===== config.mk =====
export PLATFORM = sky130hd
export DESIGN_NAME = operand_fetch
export DESIGN_NICKNAME = d
export VERILOG_FILES = /design/src/rtl/operand_fetch.sv
export SDC_FILE = /design/constraint.sdc
export NUM_CORES = 2
export LEC_CHECK = 0
export ABC_CLOCK_PERIOD_IN_PS = 100400
export BUFFER_PORTS_ARGS = -buffer_cell sky130_fd_sc_hd__buf_2
export CAP_MARGIN = 5
export CORE_MARGIN = 2
export CORE_UTILIZATION = 30
export DETAILED_ROUTE_END_ITERATION = 6
export HOLD_SLACK_MARGIN = 0.02
export PLACE_DENSITY = 0.56
export SYNTH_ARGS = -nofsm -noshare
export SYNTH_HDL_FRONTEND = slang
export SYNTH_SLANG_ARGS = --single-unit

===== constraint.sdc =====
create_clock -name clock_i -period 100.4 [get_ports clock_i]
set_input_delay 5.02 -clock clock_i [delete_from_list [all_inputs] [get_ports clock_i]]
set_output_delay 5.02 -clock clock_i [all_outputs]
set_load 0.05 [all_outputs]

===== src/rtl/operand_fetch.sv =====
// operand_fetch: stage between decode and execute.
//
// Reads source operands from a framed register file, tracks outstanding destination writes in a
// per-frame scoreboard, and stalls decode on RAW/WAW hazards. Register-frame instructions
// (function type 3) are executed here and never reach execute. All other issued instructions
// reach execute with resolved operand values one cycle later.
//
// Optional feature (compile-time macro WB_FORWARD_EN):
//   defined   - a same-cycle writeback that matches a source (frame, reg) is forwarded to the
//               operand and the matching pending bit does not stall.
//   undefined - no forwarding. The instruction issues the cycle after the writeback.
//
// Ports:
//   clock_i, reset_i        clock, asynchronous active-high reset
//   enable_i, flushBack_i   valid from decode, squash of the presented instruction
//   opcode_i, functionType_i, primOperand_i, secOperand_i, pRead_i, pWrite_i, sRead_i
//                           decoded instruction fields
//   wbEnable_i, wbFrame_i, wbReg_i, wbData_i
//                           register-file writeback port
//   shouldStall_o           combinational stall back to decode
//   enable_o .. pWrite_o    registered instruction and operands to execute
module operand_fetch #(
  parameter int unsigned DATA_W     = 16,
  parameter int unsigned NUM_FRAMES = 4,
  parameter int unsigned FRAME_W    = 2
) (
  input  logic               clock_i,
  input  logic               reset_i,
  input  logic               enable_i,
  input  logic               flushBack_i,
  input  logic [6:0]         opcode_i,
  input  logic [1:0]         functionType_i,
  input  logic [4:0]         primOperand_i,
  input  logic [15:0]        secOperand_i,
  input  logic               pRead_i,
  input  logic               pWrite_i,
  input  logic               sRead_i,
  input  logic               wbEnable_i,
  input  logic [FRAME_W-1:0] wbFrame_i,
  input  logic [4:0]         wbReg_i,
  input  logic [DATA_W-1:0]  wbData_i,
  output logic               shouldStall_o,
  output logic               enable_o,
  output logic [6:0]         opcode_o,
  output logic [1:0]         functionType_o,
  output logic [4:0]         primAddr_o,
  output logic [FRAME_W-1:0] frame_o,
  output logic [DATA_W-1:0]  primData_o,
  output logic [DATA_W-1:0]  secData_o,
  output logic               pWrite_o
);

  localparam int unsigned NumRegs    = 32;
  localparam logic [1:0]  FnFrame    = 2'd3;
  localparam logic [6:0]  OpFrameInc = 7'd20;
  localparam logic [6:0]  OpFrameDec = 7'd21;
  localparam logic [6:0]  OpFrameSet = 7'd24;

  logic [DATA_W-1:0]  rf_q [NUM_FRAMES][NumRegs];
  logic [NumRegs-1:0] pend_q [NUM_FRAMES];
  logic [NumRegs-1:0] pend_d [NUM_FRAMES];
  logic [FRAME_W-1:0] frame_q, frame_d;

  logic               en_q, pwrite_q;
  logic [6:0]         opcode_q;
  logic [1:0]         fn_q;
  logic [4:0]         prim_addr_q;
  logic [FRAME_W-1:0] frame_out_q;
  logic [DATA_W-1:0]  prim_data_q, sec_data_q;

  logic [4:0]        sec_idx;
  logic              fwd_p, fwd_s;
  logic              pend_p, pend_s;
  logic [DATA_W-1:0] prim_val, sec_val;
  logic              stall, issue, is_frame_op;

  assign sec_idx     = secOperand_i[4:0];
  assign is_frame_op = (functionType_i == FnFrame);

`ifdef WB_FORWARD_EN
  assign fwd_p = wbEnable_i && (wbFrame_i == frame_q) && (wbReg_i == primOperand_i);
  assign fwd_s = wbEnable_i && (wbFrame_i == frame_q) && (wbReg_i == sec_idx);
`else
  assign fwd_p = 1'b0;
  assign fwd_s = 1'b0;
`endif

  // A forwarded source no longer depends on its pending bit this cycle.
  assign pend_p   = pend_q[frame_q][primOperand_i] & ~fwd_p;
  assign pend_s   = pend_q[frame_q][sec_idx] & ~fwd_s;
  assign prim_val = fwd_p ? wbData_i : rf_q[frame_q][primOperand_i];
  assign sec_val  = fwd_s ? wbData_i : rf_q[frame_q][sec_idx];

  assign stall = enable_i & ((pRead_i & pend_p) | (sRead_i & pend_s) | (pWrite_i & pend_p));
  assign issue = enable_i & ~stall & ~flushBack_i;

  assign shouldStall_o = stall;

  // Current frame update for register-frame instructions.
  always_comb begin
    frame_d = frame_q;
    if (issue && is_frame_op) begin
      case (opcode_i)
        OpFrameInc: frame_d = frame_q + FRAME_W'(1);
        OpFrameDec: frame_d = frame_q - FRAME_W'(1);
        OpFrameSet: frame_d = sRead_i ? sec_val[FRAME_W-1:0] : secOperand_i[FRAME_W-1:0];
        default:    frame_d = frame_q;
      endcase
    end
  end

  // Scoreboard: clear on writeback first so a same-cycle set of the same bit wins.
  // Frame ops never reach writeback, so they must not mark a destination pending.
  always_comb begin
    pend_d = pend_q;
    if (wbEnable_i) begin
      pend_d[wbFrame_i][wbReg_i] = 1'b0;
    end
    if (issue && pWrite_i && !is_frame_op) begin
      pend_d[frame_q][primOperand_i] = 1'b1;
    end
  end

  always_ff @(posedge clock_i or posedge reset_i) begin
    if (reset_i) begin
      for (int unsigned f = 0; f < NUM_FRAMES; f++) begin
        pend_q[f] <= '0;
        for (int unsigned r = 0; r < NumRegs; r++) begin
          rf_q[f][r] <= '0;
        end
      end
      frame_q <= '0;
    end else begin
      pend_q  <= pend_d;
      frame_q <= frame_d;
      if (wbEnable_i) begin
        rf_q[wbFrame_i][wbReg_i] <= wbData_i;
      end
    end
  end

  // Execute-side outputs; payload fields only change when something issues.
  always_ff @(posedge clock_i or posedge reset_i) begin
    if (reset_i) begin
      en_q        <= 1'b0;
      pwrite_q    <= 1'b0;
      opcode_q    <= '0;
      fn_q        <= '0;
      prim_addr_q <= '0;
      frame_out_q <= '0;
      prim_data_q <= '0;
      sec_data_q  <= '0;
    end else begin
      en_q     <= issue & ~is_frame_op;
      pwrite_q <= issue & pWrite_i & ~is_frame_op;
      if (issue) begin
        opcode_q    <= opcode_i;
        fn_q        <= functionType_i;
        prim_addr_q <= primOperand_i;
        frame_out_q <= frame_q;
        prim_data_q <= pRead_i ? prim_val : '0;
        sec_data_q  <= sRead_i ? sec_val : DATA_W'(secOperand_i);
      end
    end
  end

  assign enable_o       = en_q;
  assign pWrite_o       = pwrite_q;
  assign opcode_o       = opcode_q;
  assign functionType_o = fn_q;
  assign primAddr_o     = prim_addr_q;
  assign frame_o        = frame_out_q;
  assign primData_o     = prim_data_q;
  assign secData_o      = sec_data_q;

endmodule

; ---- After elaboration in Yosys (flattened, before gate mapping)
; Cells that the tools add are included.
[word_totals]
register_bits = 2228
input_bits = 61
elab_cells = 228
[op_classes]
n_addsub = 2
n_lt_le_gt_ge = 13
eq_ne = 4
n_mux = 35
bitwise_logic = 22
reduce_logical = 11
[op_table]
columns = op, n
row1 = 2048-bit bitwise mux, 1
row2 = 512-bit 2-to-1 mux, 3
row3 = 512-bit binary-select mux with 2-bit select, 1
row4 = 512-bit demux with 2-bit select, 1
row5 = 128-bit 2-to-1 mux, 2
row6 = 16-bit binary-select mux with 5-bit select, 2
row7 = 128-bit bitwise AND, 1
row8 = 32-bit demux with 2-bit select, 2
row9 = 32-bit 2-to-1 mux, 4
row10 = 128-bit inverter, 1
row11 = 128-bit OR, 1
row12 = 16-bit 2-to-1 mux, 7
row13 = 16-bit demux with 5-bit select, 1
row14 = 32-bit binary-select mux with 2-bit select, 1
row15 = "7-bit by 5-bit == test with 1-bit output, second input constant", 3
row16 = "6-bit >= comparator, second input constant", 3
row17 = "5-bit by 6-bit < comparator with 1-bit output, second input constant", 3
row18 = 5-bit inverter with 6-bit output, 3
row19 = 1-bit binary-select mux with 5-bit select, 2
row20 = 1-bit demux with 5-bit select, 2
row21 = "5-bit by 1-bit >= comparator with 1-bit output, second input constant", 2
row22 = 1-bit bitwise AND, 9
row23 = 1-bit logical AND, 8
row24 = "3-bit >= comparator, second input constant", 2
row25 = 14 further kinds, 22

; ---- Depth between registers and ports, before layout
[logic_depth]
depth_word = 16
mapped_depth = 15

; ---- Worst setup path before layout
; Ideal clock, no wire load.
[synth_timing]
path_type = input-to-output
start = in secOperand_i[0]
end = out shouldStall_o
t_arrival_ns = 6.935
required_time_ns = 95.380
setup_slack_ns = 88.445
path_stages = 8
path_buffers = 2
path_cell_list = clkbuf_1 -> clkbuf_1 -> mux4_2 -> a22oi_1 -> a31oi_1 -> o21ai_0 -> nand3_1 -> o31a_1
[synth_between]
elab_chain_cells = 6
[synth_lines]
columns = item, line
row1 = from (decl), 34  ; input logic [15:0] secOperand_i,
row2 = 1-bit binary-select mux with 5-bit select, 90  ; assign pend_s = pend_q[frame_q][sec_idx] & ~fwd_s;
row3 = 1-bit 2-to-1 mux (implied by the code), 90
row4 = 1-bit bitwise AND, 94  ; assign stall = enable_i & ((pRead_i & pend_p) | (sRead_i & pend_s) | (pWrite_i & pend_p));
row5 = 1-bit OR (2 in a row), 94
row6 = 1-bit bitwise AND, 94
row7 = to (decl), 42  ; output logic shouldStall_o,
; Every way passes these cells. The select of a mux whose other input is x is not followed.

; ---- Final worst setup path
; Ends and elaborated chain as after synthesis.

==> metrics.txt <==
Area growth, synth to finish 12.77%; layout filler cell count 34140; reported max-cap violation count 1; worst slack at placement 86810 ps; total global routing overflow 0; starting density of the core 30.09%; worst ir drop on vdd 0.00001518 V; vias after detailed routing 66330; mean post-synth cell area 15.05 um2; Cell Area, Synth 0.1069 mm2; Root Driver clkbuf_16; static leakage power 54.69 nW; worst-skew pair later-pin latency ~940 ps; number of clock buffers inserted by TritonCTS approximately 240; sequential element share of the synthesized area 52.18%; count of cells resized by post-cts repair 0; number of hold violations in the final report 0; HPWL Detailed ~250000 um; Tightest Hold Check Type reg -> reg; register-to-register path setup slack 93670 ps; most common cell after layout, fill and taps aside dfrtp_1; yosys synthesis warning count 0; drt first pass iters 7; type of the setup path with the least slack in -> out; critical path depth in cells 9; net count reported at finish between 7000 and 8000; summed negative setup slack over all endpoints 0 ps; Crit-path slowest cell buf_4; P per Cell Area 18.34 mW/mm2; maximum clock frequency 0.07292 GHz; clock sink count 2228; clk slew on worst S/H paths 60 ps; tightest slew margin relative to the limit -0.2459%; most used cells in the layout excluding fill and tap cells 2226 x dfrtp_1, 2091 x mux2_2, 733 x mux4_2; cell count of the worst hold path 2; crit share post-route 13.66%; end of the worst register-to-register path primData_o[5]; hold bufs inserted after CTS 0; initial antenna violation count 33; count of state elements after synthesis 2228; placer's final routability congestion estimate 0.9771; maximum count of clock buffers along a single path 4; Worst Tran Pin Value 1497 ps; via count of the first global-routing pass between 60000 and 70000; overall global routing resource usage 20.26%; drt initial violations 6758; count of H-tree levels built during CTS 4; start point of the worst min-delay path pend_q[38]; startpoint of the worst-slack reg-to-reg timing path frame_q[0]; number of flops mapped to enable cells by yosys 0; failing checks max-capacitance violations, max-slew violations; drt via density 5.564; global-route wire length before repair between 500000 and 600000 um; I/O Pins 112; average wire per standard cell 31.25 um; synthesized instance count 7102; setup repair after global routing missed its margin false; launching element type of the critical path input port; Post-Synthesis Net Count 7163; R2R cell count 9; remaining routing DRC violations 0; drt total wl 372500 um; buffer and inverter count on the worst path 4; worst endpoint data arrival time about 8700 ps; die span in x between 600 and 700 um; critical-path cell list buf_6 -> buf_4 -> buf_4 -> or4_1 -> o31ai_1 -> or4_1 -> nand3_1 -> o31a_1 -> buf_2; die height 600.8 um; floorplan row count 219; largest fanout on the critical path 57; minimum clock period after layout 13710 ps; port bufs 111; final count of negative-setup-slack endpoints 0; CTS tree done; prevailing post-synth register cell dfrtp_1; post-CTS repair timing setup buffer count 0; fraction of final layout cells with drive strength greater than 1 51.38%; Die Footprint 0.3610 mm2; result of the run finished with violations; Critical Path Max Stage Delay between 600 and 700 ps; worst clock skew between 80 and 90 ps; Antenna Nets Post-Route 0; required time at the worst-slack endpoint 95380 ps; max-slew violations 1; number of distinct library cell variants in the gate-level netlist after synthesis 67; standard cell core area 0.3551 mm2; async set or reset register ratio after synthesis between 90% and 100%; critical path capture point type primary output; post-route core utilization 33.93%; worst setup slack after layout 86690 ps; destination of the worst hold path pend_q[38]; largest delay contributor family on the critical path buffers and inverters; largest net degree at the start of global routing between 150 and 200
[registers in the layout (all words and copies together), names as in the netlist]
register,count
rf_q,2048
pend_q,128
primData_o,16
secData_o,16
opcode_o,7
primAddr_o,5
frame_o,2
frame_q,2
functionType_o,2
enable_o,1
pWrite_o,1
[kinds of logic after synthesis]
family | Yosys count | synth area share (%)
multiplexers | 2938 | 38.55
flip-flops | 2228 | 52.18
AND/OR/NAND/NOR | 737 | 3.073
XOR/XNOR | 2 | 0.01640
buffers and inverters | 722 | 2.838
AO/OA/AOI/OAI | 475 | 3.344
[synthesized netlist by cell type, types with 16 or more instances]
cell	n	area share [%]
nand2b_1	25	0.15
clkbuf_1	516	1.8
dfrtp_1	2228	52
buf_4	22	0.15
nand3_1	84	0.39
inv_1	27	0.095
a22oi_1	39	0.27
a31oi_1	46	0.27
nand2_1	376	1.3
buf_2	108	0.51
o31ai_2	43	0.50
nor3_1	16	0.075
mux2_2	2091	22
mux2i_1	114	1.1
o31ai_1	85	0.60
mux4_2	733	15
and3_1	20	0.12
buf_1	31	0.11
a32oi_1	49	0.40
o21ai_0	105	0.49
nor2_1	134	0.47
[worst min-delay path, cell delays in order (launching register included)]
cell     delay [ps]
dfrtp_1         340
nand2_1          50
o31ai_1          60
[power breakdown]
part           switching, W  internal (W)  leakage (nW)  total, W
Combinational      0.000172      0.000122          20.5  0.000294
Clock              0.000379      0.000527          3.92  0.000906
Sequential        0.0000393      0.000970          30.3   0.00101
[metrics by stage]
| stage | cells | total power (W) | hold WS [ps] | cell area (um2) |
|---|---|---|---|---|
| 3_3_place_gp | 11490 | 0.001304 | 455.6 | 112500 |
| 6_report | 11920 | 0.002210 | 486.9 | 120500 |
| 3_5_place_dp | 11490 | 0.001316 | 469.5 | 112500 |
| 4_1_cts | 11900 | 0.002226 | 483.4 | 120400 |
| 5_1_grt | 11910 | 0.002284 | 492.4 | 120500 |
| 2_1_floorplan | 7102 | 0.001211 | 443.2 | 106900 |
[per-layer routing]
layer / share of wire (%) / up-vias / track usage (%)
met5: 0.017 / - / 0
met2: 46 / 2600 / 31.25
met3: 6.9 / 730 / 4.132
li1: - / 26460 / -
met1: 41 / 36540 / 26.80
met4: 6.3 / 8 / 10.87
[area by class of cell]
type                            count  area [um2]  share of cell area, %
Antenna cell                       21       52.55                0.04361
Clock buffer                      317        6733                  5.587
Clock inverter                     97        1196                 0.9926
Inverter                           31       131.4                 0.1090
Multi-Input combinational cell   4152       48320                  40.10
Sequential cell                  2228       55760                  46.27
Tap cell                         4751        5944                  4.933
Timing Repair Buffer              324        2364                  1.961
[worst max-delay path by stage]
stage / to / startpoint
2_1_floorplan: enable_o / reset_i
3_3_place_gp: shouldStall_o / secOperand_i[0]
3_5_place_dp: shouldStall_o / secOperand_i[0]
4_1_cts: shouldStall_o / secOperand_i[0]
5_1_grt: shouldStall_o / secOperand_i[0]
6_report: shouldStall_o / secOperand_i[0]
No activity file was read; power rests on OpenSTA's default activity.
